<file path="config.mk">
export PLATFORM = sky130hd
export DESIGN_NAME = x_encoder_pos_trigger
export DESIGN_NICKNAME = d
export VERILOG_FILES = /design/src/rtl/x_encoder_pos_trigger.sv
export SDC_FILE = /design/constraint.sdc
export NUM_CORES = 1
export LEC_CHECK = 0
export ABC_CLOCK_PERIOD_IN_PS = 17400
export CAP_MARGIN = 20
export CELL_PAD_IN_SITES_DETAIL_PLACEMENT = 0
export CELL_PAD_IN_SITES_GLOBAL_PLACEMENT = 1
export CORE_UTILIZATION = 25
export CTS_CLUSTER_DIAMETER = 80
export CTS_CLUSTER_SIZE = 16
export DETAILED_ROUTE_END_ITERATION = 8
export GPL_ROUTABILITY_DRIVEN = 0
export PLACE_DENSITY_LB_ADDON = 0.1
export SLEW_MARGIN = 20
export SYNTH_ARGS = -nofsm -noshare
export SYNTH_HDL_FRONTEND = slang
export SYNTH_SLANG_ARGS = --single-unit
</file>
<file path="constraint.sdc">
create_clock -name clk -period 17.4 [get_ports clk]
set_input_delay 3.48 -clock clk [delete_from_list [all_inputs] [get_ports clk]]
set_output_delay 3.48 -clock clk [all_outputs]
set_load 0.01 [all_outputs]
</file>
<file path="src/rtl/x_encoder_pos_trigger.sv">
// ---------------------------------------------------------------------------
// x_encoder_pos_trigger
//
// Position-compare trigger generator fed by the X quadrature encoder counter.
// After an arm request it watches the signed position stream and fires a
// PULSE_W-cycle trigger each time the axis reaches the next equally spaced
// point in the programmed [start, end] window. When the window is used up it
// pulses done_o.
//
// Ports
//   clk, rst_n    : system clock, asynchronous active-low reset
//   arm_i         : one-cycle request to latch start/end/step and open a window
//   abort_i       : abandon the current window (ignored in IDLE)
//   start_pos_i   : first trigger position (signed)
//   end_pos_i     : last allowed trigger position (signed)
//   step_i        : unsigned trigger spacing, 0 rejected with err_o
//   zero_flag_i   : encoder re-zero strobe, aborts an armed window with err_o
//   pos_en_i      : position-valid strobe
//   pos_i         : current position (signed)
//   trig_o        : trigger pulse, PULSE_W cycles, extended by back-to-back hits
//   trig_cnt_o    : triggers fired in the current/last window (saturating)
//   busy_o        : high whenever a window is open or completing
//   done_o        : one-cycle pulse on normal completion
//   err_o         : one-cycle pulse on rejected arm or zero-abort
// ---------------------------------------------------------------------------
module x_encoder_pos_trigger #(
    parameter int POS_W   = 32,
    parameter int STEP_W  = 16,
    parameter int CNT_W   = 16,
    parameter int PULSE_W = 8
) (
    input  logic              clk,
    input  logic              rst_n,
    input  logic              arm_i,
    input  logic              abort_i,
    input  logic [POS_W-1:0]  start_pos_i,
    input  logic [POS_W-1:0]  end_pos_i,
    input  logic [STEP_W-1:0] step_i,
    input  logic              zero_flag_i,
    input  logic              pos_en_i,
    input  logic [POS_W-1:0]  pos_i,
    output logic              trig_o,
    output logic [CNT_W-1:0]  trig_cnt_o,
    output logic              busy_o,
    output logic              done_o,
    output logic              err_o
);

    localparam int PC_W = $clog2(PULSE_W + 1);

    typedef enum logic [1:0] {
        IDLE  = 2'd0,
        ARMED = 2'd1,
        RUN   = 2'd2,
        DONE  = 2'd3
    } state_t;

    state_t state, state_nxt;

    logic signed [POS_W-1:0] next_pos;
    logic signed [POS_W-1:0] end_pos;
    logic [STEP_W-1:0]       step;
    logic                    fwd;
    logic [CNT_W-1:0]        trig_cnt;
    logic [PC_W-1:0]         pulse_cnt;
    logic                    err_q;

    logic active, arm_ok, arm_bad, abort_any, zero_abort, hit, past_end;
    logic signed [POS_W:0] step_ext, next_ext, end_ext, nxt_ext;

    function automatic logic [CNT_W-1:0] sat_inc(input logic [CNT_W-1:0] v);
        return (&v) ? v : v + CNT_W'(1);
    endfunction

    assign active     = (state == ARMED) || (state == RUN);
    assign arm_ok     = (state == IDLE) && arm_i && (step_i != '0);
    assign arm_bad    = (state == IDLE) && arm_i && (step_i == '0);
    assign abort_any  = (state != IDLE) && abort_i;
    // abort outranks the zero strobe, which in turn outranks any hit
    assign zero_abort = active && !abort_i && zero_flag_i;

    // One extra bit so that stepping past the end of the position range is
    // detected as "past end" rather than wrapping back into the window.
    assign step_ext = $signed({{(POS_W + 1 - STEP_W){1'b0}}, step});
    assign next_ext = {next_pos[POS_W-1], next_pos};
    assign end_ext  = {end_pos[POS_W-1], end_pos};
    assign nxt_ext  = fwd ? (next_ext + step_ext) : (next_ext - step_ext);

    // Only the single pending point is compared, so one strobe fires at most
    // one trigger and jitter back across an already-fired point is harmless.
    assign hit = active && !abort_i && !zero_flag_i && pos_en_i &&
                 (fwd ? ($signed(pos_i) >= next_pos) : ($signed(pos_i) <= next_pos));
    assign past_end = fwd ? (nxt_ext > end_ext) : (nxt_ext < end_ext);

    // State register
    always_ff @(posedge clk or negedge rst_n) begin
        if (!rst_n) begin
            state <= IDLE;
        end else begin
            state <= state_nxt;
        end
    end

    // Next-state logic
    always_comb begin
        state_nxt = state;
        case (state)
            IDLE: begin
                if (arm_ok) state_nxt = ARMED;
            end
            ARMED, RUN: begin
                if (abort_i || zero_flag_i) state_nxt = IDLE;
                else if (hit)               state_nxt = past_end ? DONE : RUN;
            end
            DONE: begin
                state_nxt = IDLE;
            end
            default: state_nxt = IDLE;
        endcase
    end

    // Outputs
    always_comb begin
        busy_o     = (state != IDLE);
        done_o     = (state == DONE);
        trig_o     = (pulse_cnt != '0);
        err_o      = err_q;
        trig_cnt_o = trig_cnt;
    end

    // Window configuration, trigger count and pulse stretcher
    always_ff @(posedge clk or negedge rst_n) begin
        if (!rst_n) begin
            next_pos  <= '0;
            end_pos   <= '0;
            step      <= '0;
            fwd       <= 1'b0;
            trig_cnt  <= '0;
            pulse_cnt <= '0;
            err_q     <= 1'b0;
        end else begin
            err_q <= arm_bad || zero_abort;

            if (arm_ok) begin
                next_pos <= $signed(start_pos_i);
                end_pos  <= $signed(end_pos_i);
                step     <= step_i;
                fwd      <= ($signed(end_pos_i) >= $signed(start_pos_i));
                trig_cnt <= '0;
            end else if (hit) begin
                trig_cnt <= sat_inc(trig_cnt);
                if (!past_end) next_pos <= nxt_ext[POS_W-1:0];
            end

            // A hit during a running pulse reloads it, so the pulse stretches
            // without a low gap.
            if (abort_any || zero_abort) begin
                pulse_cnt <= '0;
            end else if (hit) begin
                pulse_cnt <= PC_W'(PULSE_W);
            end else if (pulse_cnt != '0) begin
                pulse_cnt <= pulse_cnt - PC_W'(1);
            end
        end
    end

endmodule
</file>
==> impl_metrics.toml <==
[cts]
cts_sinks = 104
htreeDepth = 3
ctsResizeCount = 0
cts_tree = "yes"
cts_buffers = 9
postCtsHoldBufs = 0
clk_pin_slew_ns = 0.08
postCtsSetupBuffers = 0
clock_latency_ns = 0.37
cts_root_buffer = "clkbuf_16"
clk_path_buf_depth = 2

[floorplanning]
ios = 138
fp.coreArea_sq_um = 37900
initial_core_util_pct = 25.5
row_count = 71
dieArea_sq_um = 39500
die_width_um = 199
die_y_um = 199

[global_routing]
overflow = 0
grt_pass1_wl_um = 53200
antenna_found_initial = 0
grtUsageTotal_pct = 17.9
grt_max_degree = 74
grt_pass1_vias = 8879

[detailed_routing]
via_count = 8861
routedWlPerCell_um = 19.2
drt_first_pass_iters = 5
vias_per_cell = 4.88
routed_wl_um = 34800
drc = 0
antenna_left = 0
drt-initial-drc-count = 498

[cells_and_area]
layout-drive-gt1-share_pct = 3.75
final_util_pct = 31.2
final_cell_count_no_fill = 1816
fin_area_sq_um = 11800
syn_to_final_growth_pct = 22.1
fin_nets = 1556
ff_latch_area_sq_um = 2600
multiInputGateArea_sq_um = 6370
diodes = 0
fill_cells = 4115

[yosys]
synth.net_count = 1448
synthCells = 1192
ys_types = 70
synth_edf_count = 0
synth-warning-count = 0
async_flop_share_pct = 100
synth_seq_cells = 104
synth_top_area_share_pct = 26.9
synth_seq_area_share_pct = 26.9
synth_common_cells = "nand2_1, ha_1, inv_1"
postSynthAreaPerCell_sq_um = 8.12
synthesis.area_sq_um = 9680
synth_flop_cell = "dfrtp_1"
netlist_top_cells_area = "dfrtp_1, ha_1, nand2_1"
synth_most_common_cell = "nand2_1"
yosysTopAreaCell = "dfrtp_1"

[timing]
slew_violations = 0
skew_ns = 0.0144
final.setup.tns_ns = 0
timing.fmax_mhz = 127
worst_pin_slew_ns = 1.07
rsz0062_at_grt = "false"
fin_ws_ns = 9.51
period_needed_ns = 7.89
hold_violations = 0
setup_violations = 0
relSlewSlack_pct = 28.2
period_share_pct = 45.4

[worst_setup_path]
start_kind = "flop"
rrSetupSlack_ns = 9.51
worstSetupPathType = "flop to flop"
arrival_ns = 8.17
crit_path_end_kind = "flop"
worstPathMaxFanout = 23
cp.required_ns = 17.68

[flow_run]
timing.max_cap.violations = 0

[place]
numPortBuffers = 137
dpl-instance-area_sq_um = 11500
dp_cells = 1800
place_hpwl_um = 27700
dp_slack_ns = 9.58

[worst_hold_path]
hp-class = "flop to flop"

[power_and_ir_drop]
p_leak_nw = 5.48
irDropWorstVdd_v = 0.000181
power_density_nw_per_um2 = 232

[run_status]
status = "complete, no violations"
==> per-layer routing <==
layer	track usage, %	wire (um)	up-vias
li1	-	-	4510
met1	25.1	17100	4153
met2	28.9	15900	168
met3	2.14	1100	30
met4	4.62	688	0
met5	0	0	-
==> kinds of logic (layout without fill, tap and decap cells) <==
group | Yosys count | count (layout) | synth area share (%)
AOI/OAI and AO/OA | 347 | 347 | 24.1
adders and majority gates | 138 | 138 | 17.9
muxes | 9 | 9 | 1.27
and+or+nand+nor | 372 | 372 | 18.6
DFF | 104 | 104 | 26.9
buffers and inverters | 182 | 295 | 7.62
xor gates and xnor gates | 40 | 40 | 3.62
==> critical path, stage by stage, from the launching register on <==
cell,delay (ns)
dfrtp_1,0.41
nor3_1,0.30
and3_1,0.47
nand2b_1,0.14
or2_2,0.32
nor4_2,0.56
ha_1,0.36
mux2_2,0.27
ha_1,0.36
nand4_1,0.15
or2_2,0.32
a21o_1,0.21
a211oi_1,0.53
nor3_1,0.10
a2111o_1,0.41
ha_1,0.33
nand4_1,0.16
nor2_1,0.23
nand2_1,0.10
nor3_1,0.26
a2111oi_2,0.12
mux2i_1,0.42
mux2i_4,0.52
buf_4,0.42
o21ai_0,0.14
a31oi_1,0.20
==> sequential cells by signal, indices dropped and copies added (netlist names) <==
name,flops
end_pos,32
next_pos,32
step,16
trig_cnt_o,16
pulse_cnt,4
state,2
err_o,1
fwd,1
==> stage by stage <==
| step | hold WS, ns | total power, mW |
|---|---|---|
| finish | 0.522 | 2.74 |
| global route | 0.566 | 3.04 |
| CTS | 0.514 | 2.77 |
| detailed placement | 0.492 | 2.53 |
| global placement | 0.475 | 2.54 |
| floorplan | 0.456 | 1.95 |
==> cell type report <==
type,count,area share [%]
clock inverters,7,0.571
inverters,136,4.32
multi-input cells,906,53.8
repair buffers,143,12.0
flip-flops and latches,104,22.0
clock buffers,9,1.90
well taps,511,5.41
==> worst paths after layout <==
| check | from | endpoint | cells after the start |
|---|---|---|---|
| min in group asynchronous | rst_n | end_pos[15]$_DFFE_PN0P_ | 1 |
| worst min register to register | end_pos[0]$_DFFE_PN0P_ | end_pos[0]$_DFFE_PN0P_ | 2 |
| max in group asynchronous | rst_n | state[1]$_DFFE_PN0P_ | 2 |
| worst max-delay path | step[8]$_DFFE_PN0P_ | next_pos[9]$_DFFE_PN0P_ | 25 |
| worst min-delay path | end_pos[0]$_DFFE_PN0P_ | end_pos[0]$_DFFE_PN0P_ | 2 |
| worst max register to register | step[8]$_DFFE_PN0P_ | next_pos[9]$_DFFE_PN0P_ | 25 |
==> power breakdown <==
group	total, mW	internal (mW)	switching [mW]
clock network	0.215	0.101	0.114
registers	0.422	0.339	0.0828
logic	2.10	0.804	1.30
==> cells in the final DEF (no fill, tap or decap), types with 4 or more instances in the layout <==
master / count
nand2_1: 139
nor3_1: 20
and3_1: 4
xor2_1: 19
o211ai_1: 38
a31oi_1: 19
or2_2: 4
xnor2_1: 21
and4_1: 4
or3_1: 7
a211oi_1: 12
dfrtp_1: 104
buf_4: 7
nor2b_1: 5
o221ai_1: 18
clkbuf_16: 9
o21a_1: 11
and2_1: 7
o311ai_0: 7
nor4_1: 9
mux2i_1: 4
a21o_1: 52
o41ai_1: 5
nand3_1: 31
inv_1: 135
a21oi_1: 76
or4_1: 4
nand4_1: 34
nor2_1: 72
nand2b_1: 15
ha_1: 137
o21ai_0: 77
clkdlybuf4s50_1: 136
No activity file was read; power rests on OpenSTA's default activity.
